==> src/rtl/di_term_mux_if.sv <==
// di_term_mux_if: host-side DI bus between HostInterface and di_term_mux.
// master = host (address, modes, strobes); slave = mux (data, ready, status).
interface di_term_mux_if;
    logic [15:0] di_term_addr;
    logic        di_read_mode;
    logic        di_write_mode;
    logic        di_read_req;
    logic        di_read;
    logic        di_write;
    logic [15:0] di_reg_datao;
    logic        di_read_rdy;
    logic        di_write_rdy;
    logic [15:0] di_transfer_status;

    modport master (
        output di_term_addr, di_read_mode, di_write_mode,
        output di_read_req, di_read, di_write,
        input  di_reg_datao, di_read_rdy, di_write_rdy,
        input  di_transfer_status
    );

    modport slave (
        input  di_term_addr, di_read_mode, di_write_mode,
        input  di_read_req, di_read, di_write,
        output di_reg_datao, di_read_rdy, di_write_rdy,
        output di_transfer_status
    );
endinterface

==> src/rtl/di_term_mux.sv <==
// di_term_mux: N-terminal DI multiplexer with registered read data and an
// optional ready-timeout watchdog (enabled by DI_TERM_MUX_TIMEOUT_EN).
// Ports: ifclk/resetb (async active-low), host (di_term_mux_if.slave),
// t_sel/t_read_req/t_read/t_write out, t_reg_datao/t_read_rdy/t_write_rdy/
// t_transfer_status in (NUM_TERMS wide, 16 bits per terminal for buses).
module di_term_mux #(
    parameter int unsigned NUM_TERMS = 4,
    parameter logic [NUM_TERMS*16-1:0] TERM_ADDRS =
        {16'd3, 16'd2, 16'd1, 16'd0},
    parameter int unsigned TIMEOUT_CYCLES = 1024
) (
    input  logic                      ifclk,
    input  logic                      resetb,
    di_term_mux_if.slave              host,
    output logic [NUM_TERMS-1:0]      t_sel,
    output logic [NUM_TERMS-1:0]      t_read_req,
    output logic [NUM_TERMS-1:0]      t_read,
    output logic [NUM_TERMS-1:0]      t_write,
    input  logic [NUM_TERMS*16-1:0]   t_reg_datao,
    input  logic [NUM_TERMS-1:0]      t_read_rdy,
    input  logic [NUM_TERMS-1:0]      t_write_rdy,
    input  logic [NUM_TERMS*16-1:0]   t_transfer_status
);

    logic [NUM_TERMS-1:0] hit_oh;
    logic                 found;
    logic                 unmapped;
    logic [15:0]          sel_data;
    logic [13:0]          sel_stat;
    logic                 sel_rrdy;
    logic                 sel_wrdy;
    logic                 timed_out;
    logic                 gate;
    logic [15:0]          dato_d;
    logic [15:0]          dato_q;
    logic [2*NUM_TERMS-1:0] unused_stat_hi;

    // Lowest matching index wins when the table holds duplicates.
    always_comb begin
        hit_oh = '0;
        found  = 1'b0;
        for (int i = 0; i < NUM_TERMS; i++) begin
            if (!found && TERM_ADDRS[16*i +: 16] == host.di_term_addr) begin
                hit_oh[i] = 1'b1;
                found     = 1'b1;
            end
        end
    end

    assign unmapped = ~found;

    // AND-OR mux: everything reads as zero when no terminal is selected.
    always_comb begin
        sel_data = '0;
        sel_stat = '0;
        sel_rrdy = 1'b0;
        sel_wrdy = 1'b0;
        for (int i = 0; i < NUM_TERMS; i++) begin
            sel_data = sel_data | (t_reg_datao[16*i +: 16] & {16{hit_oh[i]}});
            sel_stat = sel_stat
                     | (t_transfer_status[16*i +: 14] & {14{hit_oh[i]}});
            sel_rrdy = sel_rrdy | (t_read_rdy[i] & hit_oh[i]);
            sel_wrdy = sel_wrdy | (t_write_rdy[i] & hit_oh[i]);
        end
    end

    always_comb begin
        unused_stat_hi = '0;
        for (int i = 0; i < NUM_TERMS; i++) begin
            unused_stat_hi[2*i +: 2] = t_transfer_status[16*i+14 +: 2];
        end
    end

`ifdef DI_TERM_MUX_TIMEOUT_EN
    localparam int unsigned CW = $clog2(TIMEOUT_CYCLES);
    localparam logic [CW-1:0] CNT_LAST = CW'(TIMEOUT_CYCLES - 1);

    typedef enum logic [1:0] {
        S_IDLE,
        S_ACTIVE,
        S_TIMEOUT
    } state_e;

    state_e        state_q;
    logic [CW-1:0] cnt_q;
    logic [15:0]   addr_q;
    logic          mode;
    logic          rdy;
    logic          addr_chg;

    assign mode     = host.di_read_mode | host.di_write_mode;
    assign rdy      = host.di_read_mode ? sel_rrdy : sel_wrdy;
    assign addr_chg = host.di_term_addr != addr_q;

    // Counter leaves for TIMEOUT at CNT_LAST, so it can never wrap.
    always_ff @(posedge ifclk or negedge resetb) begin
        if (!resetb) begin
            state_q <= S_IDLE;
            cnt_q   <= '0;
            addr_q  <= '0;
        end else begin
            addr_q <= host.di_term_addr;
            unique case (state_q)
                S_IDLE: begin
                    cnt_q <= '0;
                    if (mode) state_q <= S_ACTIVE;
                end
                S_ACTIVE: begin
                    if (!mode) begin
                        state_q <= S_IDLE;
                        cnt_q   <= '0;
                    end else if (unmapped) begin
                        cnt_q <= cnt_q;
                    end else if (addr_chg || rdy) begin
                        cnt_q <= '0;
                    end else if (cnt_q == CNT_LAST) begin
                        state_q <= S_TIMEOUT;
                        cnt_q   <= '0;
                    end else begin
                        cnt_q <= cnt_q + 1'b1;
                    end
                end
                S_TIMEOUT: begin
                    cnt_q <= '0;
                    if (!mode) state_q <= S_IDLE;
                end
                default: begin
                    state_q <= S_IDLE;
                    cnt_q   <= '0;
                end
            endcase
        end
    end

    assign timed_out = (state_q == S_TIMEOUT);
`else
    logic unused_cfg;

    assign timed_out  = 1'b0;
    assign unused_cfg = ^{TIMEOUT_CYCLES, host.di_read_mode,
                          host.di_write_mode};
`endif

    // resetb also gates the combinational paths so outputs read zero in reset.
    assign gate = resetb & ~timed_out;

    assign t_sel      = hit_oh & {NUM_TERMS{resetb}};
    assign t_read_req = hit_oh & {NUM_TERMS{host.di_read_req & gate}};
    assign t_read     = hit_oh & {NUM_TERMS{host.di_read & gate}};
    assign t_write    = hit_oh & {NUM_TERMS{host.di_write & gate}};

    assign host.di_read_rdy  = resetb & (timed_out | unmapped | sel_rrdy);
    assign host.di_write_rdy = resetb & (timed_out | unmapped | sel_wrdy);

    assign host.di_transfer_status =
        resetb ? {timed_out, unmapped, sel_stat} : 16'h0000;

    assign dato_d = timed_out ? 16'hDEAD : sel_data;

    always_ff @(posedge ifclk or negedge resetb) begin
        if (!resetb) dato_q <= '0;
        else         dato_q <= dato_d;
    end

    assign host.di_reg_datao = dato_q;

endmodule

==> src/flat_wrapper.sv <==
// flat-port wrapper written by rule: the top's interface ports become plain ports
module di_term_mux_flat 
#(
    parameter int unsigned NUM_TERMS = 4,
    parameter logic [NUM_TERMS*16-1:0] TERM_ADDRS =
        {16'd3, 16'd2, 16'd1, 16'd0},
    parameter int unsigned TIMEOUT_CYCLES = 1024
)
  (ifclk, resetb, t_sel, t_read_req, t_read, t_write, t_reg_datao, t_read_rdy, t_write_rdy, t_transfer_status, host_di_term_addr, host_di_read_mode, host_di_write_mode, host_di_read_req, host_di_read, host_di_write, host_di_reg_datao, host_di_read_rdy, host_di_write_rdy, host_di_transfer_status);
  di_term_mux_if host_i ();
  input  logic ifclk;
  input  logic resetb;
  output logic [NUM_TERMS-1:0] t_sel;
  output logic [NUM_TERMS-1:0] t_read_req;
  output logic [NUM_TERMS-1:0] t_read;
  output logic [NUM_TERMS-1:0] t_write;
  input  logic [NUM_TERMS*16-1:0] t_reg_datao;
  input  logic [NUM_TERMS-1:0] t_read_rdy;
  input  logic [NUM_TERMS-1:0] t_write_rdy;
  input  logic [NUM_TERMS*16-1:0] t_transfer_status;
  input wire logic [$bits(host_i.di_term_addr)-1:0] host_di_term_addr;
  input wire logic [$bits(host_i.di_read_mode)-1:0] host_di_read_mode;
  input wire logic [$bits(host_i.di_write_mode)-1:0] host_di_write_mode;
  input wire logic [$bits(host_i.di_read_req)-1:0] host_di_read_req;
  input wire logic [$bits(host_i.di_read)-1:0] host_di_read;
  input wire logic [$bits(host_i.di_write)-1:0] host_di_write;
  output wire logic [$bits(host_i.di_reg_datao)-1:0] host_di_reg_datao;
  output wire logic [$bits(host_i.di_read_rdy)-1:0] host_di_read_rdy;
  output wire logic [$bits(host_i.di_write_rdy)-1:0] host_di_write_rdy;
  output wire logic [$bits(host_i.di_transfer_status)-1:0] host_di_transfer_status;
  assign host_i.di_term_addr = host_di_term_addr;
  assign host_i.di_read_mode = host_di_read_mode;
  assign host_i.di_write_mode = host_di_write_mode;
  assign host_i.di_read_req = host_di_read_req;
  assign host_i.di_read = host_di_read;
  assign host_i.di_write = host_di_write;
  assign host_di_reg_datao = host_i.di_reg_datao;
  assign host_di_read_rdy = host_i.di_read_rdy;
  assign host_di_write_rdy = host_i.di_write_rdy;
  assign host_di_transfer_status = host_i.di_transfer_status;
  di_term_mux #(.NUM_TERMS(NUM_TERMS), .TERM_ADDRS(TERM_ADDRS), .TIMEOUT_CYCLES(TIMEOUT_CYCLES)) u_core (.ifclk(ifclk), .resetb(resetb), .host(host_i), .t_sel(t_sel), .t_read_req(t_read_req), .t_read(t_read), .t_write(t_write), .t_reg_datao(t_reg_datao), .t_read_rdy(t_read_rdy), .t_write_rdy(t_write_rdy), .t_transfer_status(t_transfer_status));
endmodule
==> config.mk <==
export PLATFORM = sky130hd
export DESIGN_NAME = di_term_mux_flat
export DESIGN_NICKNAME = d
export VERILOG_FILES = /design/src/rtl/di_term_mux_if.sv /design/src/rtl/di_term_mux.sv /design/src/flat_wrapper.sv
export SDC_FILE = /design/constraint.sdc
export NUM_CORES = 1
export LEC_CHECK = 0
export CORE_MARGIN = 4
export CORE_UTILIZATION = 23
export CTS_BUF_LIST = sky130_fd_sc_hd__clkbuf_8 sky130_fd_sc_hd__clkbuf_16
export CTS_CLUSTER_DIAMETER = 30
export CTS_CLUSTER_SIZE = 14
export DETAILED_ROUTE_END_ITERATION = 6
export GPL_TIMING_DRIVEN = 0
export PLACE_DENSITY = 0.77
export REMOVE_ABC_BUFFERS = 1
export SYNTH_ARGS = -nofsm -noshare
export SYNTH_HDL_FRONTEND = slang
export SYNTH_SLANG_ARGS = --single-unit
==> constraint.sdc <==
create_clock -name ifclk -period 1.42 [get_ports ifclk]
set_input_delay 0.284 -clock ifclk [delete_from_list [all_inputs] [get_ports ifclk]]
set_output_delay 0.284 -clock ifclk [all_outputs]
set_load 0.02 [all_outputs]
==> results.toml, run 1 <==
[run_status]
outcome = "finished, violations left"
violations = "setup timing"

[clock_network]
cts_buffers = 3
clock_path_buffers = 2
cts_tree = "done"
clock-root-buffer = "clkbuf_8"
clk_pin_slew_worst_paths_ns = 0.06
htree_levels = 1
cts_num_sinks = 16

[critical_path]
crit_chain = "buf_6 -> nor4_4 -> nand4_1 -> buf_4 -> buf_12 -> nor3b_4 -> buf_6"
cp_data_arrival_time_ns = 1.55
path_buf_inv = 4
worstSetupEndpointType = "output port"
crit_path_max_incr_delay_ns = 0.25
crit_path_start_kind = "primary input"
crit_fanout = 8
crit_family = "buffers and inverters"
slowest_stage = "nor4_4"
crit_top_cell = "buf_6"
crit_type = "in2out"
worst_ep_required_time_ns = 1.14

[yosys]
syn_inst = 125
ys_seq_area_share_pct = 24.5
synth_seq_cells = 16
synth_area_mm2 = 0.00164
avgSynthCellArea_um2 = 13.1
ys_types = 21
yosys_warnings = 0

[sta]
slew_violations = 0
max-slew-margin-rel_pct = 51.4
finalHoldViolCount = 0
finalCritPeriodShare_pct = 129
fin_hold_ws_ns = 0.381
worstMarginPinSlew_ns = 0.728
rsz0062_at_grt = "true"
final.min_clock_period_ns = 1.84
fin_ws_ns = -0.418
finalSetupViolCount = 33
fmax_ghz = 0.544

[routing]
top_layer = "met4"
wl_met3_um = 720
met2_length_um = 4380
antenna_left = 0
num_vias = 1989
drt_wl_total_um = 7780
first_pass_iters = 4
via_per_inst = 4.69
drtIter0Drc = 17
route.detailed.drc = 0
m1WireLength_um = 2580
wl_per_cell_um = 18.3

[global_routing]
grt_usage_pct = 17.3
gr-total-overflow = 0
antenna_found_initial = 0
grt_max_degree = 40
grt_pass1_vias = 2318
grt_pass1_wl_um = 11500

[die]
die_area_mm2 = 0.00852
die_w_um = 92.3
core_mm2 = 0.00687
io_pins = 209
fp.dieH_um = 92.3
core.rowCount = 30
start_util_pct = 23.8

[finish]
layout-drive-gt1-share_pct = 39.9
syn_to_final_growth_pct = 152
antennaDiodeCount = 0
largest_reg_flops = 16
multi_input_area_mm2 = 0.00136
ff_latch_area_um2 = 400
finalNetCount = 489
fillers = 580
fin_area_mm2 = 0.00412

[pwr]
p_per_area_mw_per_mm2 = 379
p_leak_uw = 0.00170
peakVddDrop_mv = 0.206

[placed_design]
place_area_mm2 = 0.00369
gp_congestion = 0.738
dp_hpwl_um = 5990
place_ws_ns = -2.38
io_buffer_count = 197

[worst_hold_path]
hold_path_class = "in2async"

[flow_run]
timing.max_cap.violations = 0
[cell usage after synthesis]
cell type | instances | area, um^2
and2_1 | 1 | 6.26
nor3_2 | 3 | 30.0
buf_2 | 5 | 25.0
buf_6 | 3 | 33.8
nor4_1 | 7 | 43.8
clkinv_1 | 1 | 3.75
nor2_1 | 1 | 3.75
mux4_2 | 32 | 721
clkbuf_1 | 4 | 15.0
nand2_1 | 4 | 15.0
nor3b_1 | 7 | 52.6
nand4_1 | 1 | 6.26
conb_1 | 1 | 3.75
nor2b_1 | 16 | 100
o21a_1 | 2 | 15.0
nand2b_1 | 2 | 12.5
nor3b_2 | 7 | 87.6
buf_4 | 1 | 7.51
dfrtp_1 | 16 | 400
buf_1 | 2 | 7.51
nor3_1 | 9 | 45.0
[metrics by stage]
step / power, uW / cells / setup TNS (ns) / utilization [%]
2_1_floorplan: 678 / 110 / -62.72 / -
3_5_place_dp: 1180 / 407 / -76.26 / 53.8
3_3_place_gp: 1170 / 403 / -133.45 / 53.0
6_report: 1560 / 424 / -11.68 / 60.0
4_1_cts: 1550 / 423 / -12.31 / 58.1
5_1_grt: 1640 / 424 / -13.97 / 60.0
[how the worst max path moves through the flow]
stage | from | endpoint | slack, ns | cells past startpoint
after floorplan | host_di_term_addr[5] | t_read[0] | -1.81 | 3
after global placement | host_di_term_addr[8] | t_read_req[0] | -3.16 | 5
after detailed placement | resetb | t_sel[0] | -2.38 | 4
after CTS | host_di_term_addr[12] | t_sel[0] | -0.45 | 8
after global routing | host_di_term_addr[4] | t_read[0] | -0.51 | 7
final | host_di_term_addr[3] | host_di_transfer_status[11] | -0.42 | 7
[metal layers]
| metal | vias up | track usage (%) |
|---|---|---|
| li1 | 909 | - |
| met1 | 959 | 16.7 |
| met2 | 113 | 35.2 |
| met3 | 8 | 5.04 |
| met4 | 0 | 3.84 |
| met5 | - | 0 |
[final cells by class]
| type | count | area share [%] |
|---|---|---|
| Clock buffer | 3 | 1.00 |
| Timing Repair Buffer | 215 | 53.0 |
| Inverter | 1 | 0.213 |
| Multi-Input combinational cell | 93 | 33.1 |
| Tap cell | 96 | 2.92 |
| Sequential cell | 16 | 9.72 |
[repair_timing]
action                                 CTS  global route
endpoints found under the hold margin   16             0
gates resized for setup                292            24
hold buffers                             1             0
setup endpoints to repair               65            49
setup buffers                           10             3
cloned                                   3             1
pin swaps                               23             7
[cells by family (layout without fill, tap and decap cells)]
group,count (synthesis),in the layout,share of synthesized area (%)
AO/OA/AOI/OAI,2,2,0.918
buffers and inverters,16,219,5.66
flip-flops,16,16,24.5
multiplexers,32,32,44.1
other,1,1,0.229
AND/OR/NAND/NOR,58,58,24.6
[power by group]
group          switching [uW]  total [uW]  internal [uW]
logic                     209         775            566
clock network             140         328            187
registers             0.00434         456            456
[cell usage in the layout (no fill, tap or decap), drive strengths merged, types with 2 or more instances in the layout]
cell type      synthesis  layout
clkdlybuf4s50          0     129
buf                   11      60
mux4                  32      32
dlygate4sd2            0      18
nor2b                 16      16
dfrtp                 16      16
nor3b                 14      14
nor3                  12      12
nor4                   7       7
clkbuf                 4       5
nand2                  4       4
nand2b                 2       2
o21a                   2       2
dlymetal6s2s           0       2
clkdlybuf4s15          0       2
(Power assumes the default switching activity.)
==> inputs of run 2 (changes only) <==
- ABC_AREA: not set -> 1
- CORE_MARGIN: 4 -> 10
- CORE_UTILIZATION: 23 -> 24
==> results.toml, run 2 <==
[yosys]
yosysTopAreaCell = "dfrtp_1"
yosys_warnings = 0
async_reset_ff_share_pct = 100
synth_compound_area_share_pct = 1.15
avgSynthCellArea_um2 = 5.79
syn_inst = 300
synth_edf_count = 0
synth-xor-area-share_pct = 0
synthAdderAreaFrac_pct = 0
synth_top_family_by_area = "simple AND/OR/NAND/NOR gates"
yosysMostFrequentCell = "nand2_1"
synth_area_mm2 = 0.00174
ys_seq_area_share_pct = 23.1
post-synth-top-area-fraction_pct = 23.1
synthMuxAreaShare_pct = 0
synthTopCellsByCount = "nand2_1 (102), nand3_1 (50), nor2_1 (33)"
synth_seq_cells = 16
synthSimpleGateAreaFrac_pct = 63.7
ys_types = 22
ys.flop_type = "dfrtp_1"
netlist_top_cells_area = "dfrtp_1 (23%), nand2_1 (22%), nand3_1 (14%), nand4_1 (9.4%), nor2_1 (7.1%)"

[pwr]
p_leak_uw = 0.00216
pwr-share-clk_pct = 24.2
p_sw_share_pct = 22.6
intPower_uw = 1030
p_total_uw = 1330
peakVddDrop_mv = 0.198
p_per_area_mw_per_mm2 = 294
p_switching_uw = 301
seqPwrFrac_pct = 34.2
pwr-share-comb_pct = 41.6

[clock_network]
clk_pin_slew_worst_paths_ns = 0.06
cts_buffers = 3
clock-root-buffer = "clkbuf_8"
cts_num_sinks = 16
htree_levels = 1
cts_tree = "done"
clock_path_buffers = 2

[sta]
rsz0062_at_grt = "true"
slew_violations = 0
worstMarginPinSlew_ns = 0.705
max-slew-margin-rel_pct = 52.9
finalCritPeriodShare_pct = 129
finalHoldViolCount = 0
final.min_clock_period_ns = 1.83
fmax_ghz = 0.546
finalSetupViolCount = 33
fin_ws_ns = -0.410

[routing]
drtIter0Drc = 57
route.detailed.drc = 0
drt_wl_total_um = 10900
wl_per_cell_um = 17.7
num_vias = 2889
antenna_left = 0
first_pass_iters = 4
via_per_inst = 4.67

[critical_path]
cp_data_arrival_time_ns = 1.55
crit_chain = "buf_6 -> nor2_4 -> nand2_2 -> nor2_4 -> buf_12 -> nand3_4 -> nor2_8 -> buf_12 -> nand2_1 -> nand3_2 -> buf_6"
worst_ep_required_time_ns = 1.14
slowest_stage = "nor2_4"
crit_family = "simple AND/OR/NAND/NOR gates"
crit_path_start_kind = "primary input"
crit_type = "in2out"
crit_fanout = 13
worstSetupEndpointType = "output port"
crit_path_max_incr_delay_ns = 0.16
path_buf_inv = 4

[placed_design]
dp_hpwl_um = 7860
dp_cells = 577
place_ws_ns = -1.86
io_buffer_count = 197
gp_congestion = 0.758

[finish]
final_common_cell = "clkdlybuf4s50_1"
antennaDiodeCount = 0
finish.utilization_pct = 65.7
fillers = 626
ff_latch_area_um2 = 400
multi_input_area_mm2 = 0.00143
fin_cells = 619
layout_common_cells = "clkdlybuf4s50_1 (131), nand2_1 (93), buf_6 (48)"
largest_reg_flops = 16
finalNetCount = 684
layout-drive-gt1-share_pct = 32.1
syn_to_final_growth_pct = 161

[run_status]
violations = "setup timing"
outcome = "finished, violations left"

[global_routing]
grt_usage_pct = 17.7
grt_pass1_vias = 2996
gr-total-overflow = 0
grt_max_degree = 22
antenna_found_initial = 0
grt_pass1_wl_um = 16000

[die]
core_mm2 = 0.00691
core.rowCount = 30
fp.dieH_um = 105
die_w_um = 105
start_util_pct = 25.1
die_area_mm2 = 0.0110
io_pins = 209

[flow_run]
timing.max_cap.violations = 0

[worst_hold_path]
hold_path_class = "in2reg"
run 2: per-stage QoR:
stage | setup TNS (ns) | cell area [um^2] | hold WS, ns
3_3_place_gp | -131.84 | 3730 | 0.864
3_5_place_dp | -65.82 | 3750 | 0.379
4_1_cts | -10.58 | 4160 | 0.602
5_1_grt | -12.78 | 4540 | 0.620
6_report | -10.93 | 4540 | 0.606
2_1_floorplan | -49.51 | 1640 | -0.0116
run 2: layer usage:
metal  vias up  track usage [%]  part of all wire [%]
li1       1413                -                     -
met1      1322             18.1                    37
met2       144             33.5                    53
met3        10             7.25                   9.4
met4         0             2.25                   1.0
met5         -                0                     0
run 2: cell families after synthesis:
kind of cell / Yosys count
AO/OA/AOI/OAI: 4
buffers and inverters: 45
flip-flops: 16
AND/OR/NAND/NOR: 234
other: 1
run 2: final cells by class:
type,instances,area share (%)
well taps,96,2.65
flip-flops and latches,16,8.82
clock buffers,3,0.910
multi-input cells,239,31.4
repair buffers,237,53.3
inverters,28,2.87
run 2: power groups by stage:
stage / clock, uW / combinational, uW / sequential [uW]
final: 322 / 554 / 456
after global routing: 362 / 586 / 456
after CTS: 333 / 516 / 456
after detailed placement: 0 / 499 / 464
after global placement: 0 / 494 / 464
after floorplan: 0 / 49.9 / 464
run 2: worst paths after layout:
path | startpoint | end | slack (ns) | cells past startpoint
max in group asynchronous | resetb | u_core.host.di_reg_datao[2] | 0.18 | 2
min | t_reg_datao[41] | u_core.host.di_reg_datao[9] | 0.61 | 3
max | host_di_term_addr[12] | host_di_transfer_status[11] | -0.41 | 11
min in group asynchronous | resetb | u_core.host.di_reg_datao[15] | 0.80 | 2
run 2: repair_timing:
item / 4_1_cts / 5_1_grt
endpoints found under the hold margin: 16 / 0
pin swaps: 20 / 21
gates cloned: 2 / 1
resized for setup: 298 / 83
hold buffers: 1 / 0
setup endpoints to repair: 65 / 33
buffers inserted: 24 / 12
==> inputs of run 3 (changes only) <==
- CORE_ASPECT_RATIO: not set -> 1.4
==> results.toml, run 3 (synthesis gave the netlist of run 2 again) <==
[run_status]
outcome = "finished, violations left"
violations = "setup timing"

[finish]
finish.utilization_pct = 69.2
layout_common_cells = "clkdlybuf4s50_1 (131), nand2_1 (80), buf_6 (46)"
syn_to_final_growth_pct = 180
finalNetCount = 692
largest_reg_flops = 16
fillers = 604
multi_input_area_mm2 = 0.00158
final_common_cell = "clkdlybuf4s50_1"
ff_latch_area_um2 = 400
antennaDiodeCount = 0
layout-drive-gt1-share_pct = 39.0
fin_area_mm2 = 0.00486

[worst_hold_path]
hp-start = "t_reg_datao[45]"
hold_path_class = "in2reg"

[sta]
fin_tns_setup_ns = -12.69
fin_ws_ns = -0.445
finalHoldViolCount = 0
worstMarginPinSlew_ns = 0.733
max-slew-margin-rel_pct = 51.0
rsz0062_at_grt = "true"
finalCritPeriodShare_pct = 131
finalSetupViolCount = 33
final.min_clock_period_ns = 1.86
slew_violations = 0
fmax_ghz = 0.536

[critical_path]
crit_fanout = 8
worst_ep_required_time_ns = 1.14
worstSetupEndpointType = "output port"
crit_path_start_kind = "primary input"
cp_data_arrival_time_ns = 1.58
crit_type = "in2out"
startpoint = "host_di_term_addr[12]"

[global_routing]
grt_max_degree = 22
antenna_found_initial = 0
grt_pass1_wl_um = 16600
gr-total-overflow = 0
grt_pass1_vias = 3252
grt_usage_pct = 18.4

[routing]
drt_wl_total_um = 11500
route.detailed.drc = 0
num_vias = 2955
met2_length_um = 6360
antenna_left = 0
m1WireLength_um = 3890
top_layer = "met4"
via_per_inst = 4.72
wl_per_cell_um = 18.3
wl_met3_um = 985
first_pass_iters = 4
drtIter0Drc = 107

[pwr]
p_leak_uw = 0.00236
seqPwrFrac_pct = 34.2
intPower_uw = 1020
pwr-share-clk_pct = 24.0
peakVddDrop_mv = 0.245
p_switching_uw = 312
pwr-share-comb_pct = 41.8
p_per_area_mw_per_mm2 = 275
p_sw_share_pct = 23.4

[clock_network]
clk_pin_slew_worst_paths_ns = 0.05
cts_buffers = 3
cts_tree = "done"
cts_num_sinks = 16
clock_path_buffers = 2
clock-root-buffer = "clkbuf_8"
htree_levels = 1

[flow_run]
timing.max_cap.violations = 0

[placed_design]
dp_hpwl_um = 7940
io_buffer_count = 197
place_area_mm2 = 0.00375
gp_congestion = 0.834
place_ws_ns = -1.90

[die]
die_area_mm2 = 0.0111
io_pins = 209
core_mm2 = 0.00703
fp.dieH_um = 121
core.rowCount = 36
start_util_pct = 24.7
die_w_um = 91.9
[run 3: metal layers]
layer | vias up | GRT usage, %
met5 | - | 0
met4 | 0 | 5.51
met3 | 18 | 6.19
met2 | 150 | 36.3
met1 | 1354 | 17.1
li1 | 1433 | -
[run 3: per-stage QoR]
stage	total power [uW]	hold slack [ns]	instances
3_3_place_gp	957	0.858	575
3_5_place_dp	962	0.390	576
2_1_floorplan	514	-0.0116	283
6_report	1330	0.608	626
5_1_grt	1400	0.621	626
4_1_cts	1320	0.600	620
[run 3: power groups by stage]
stage	Clock, uW	Sequential (uW)	Combinational (uW)
2_1_floorplan	0	464	49.9
3_3_place_gp	0	464	492
4_1_cts	337	456	532
3_5_place_dp	0	464	497
5_1_grt	355	456	589
6_report	320	456	558
[run 3: final timing paths]
| path | endpoint | slack, ns | cells after the start |
|---|---|---|---|
| max | host_di_transfer_status[1] | -0.44 | 13 |
| min | u_core.host.di_reg_datao[13] | 0.61 | 3 |
| max in group asynchronous | u_core.host.di_reg_datao[10] | 0.13 | 2 |
| min in group asynchronous | u_core.host.di_reg_datao[8] | 0.82 | 2 |
[run 3: what timing repair did]
action,CTS,global route
endpoints found under the hold margin,16,0
gates cloned,4,1
setup endpoints to repair,65,49
resized for setup,370,71
pin swaps,39,34
buffers inserted,36,7
hold buffers,1,0
[run 3: critical path, cell delays in order]
cell	delay, ns
buf_6	0.10
nor2_4	0.10
nand2_2	0.08
nor2_4	0.15
buf_6	0.12
buf_12	0.10
buf_8	0.11
buf_12	0.13
nand3_1	0.08
nand2_1	0.08
nand2_1	0.06
nand3_2	0.07
buf_6	0.11
[run 3: cell type report]
class	instances	share of cell area (%)
Timing Repair Buffer	244	52.9
Tap cell	95	2.45
Inverter	28	3.06
Clock buffer	3	0.849
Multi-Input combinational cell	240	32.5
Sequential cell	16	8.24
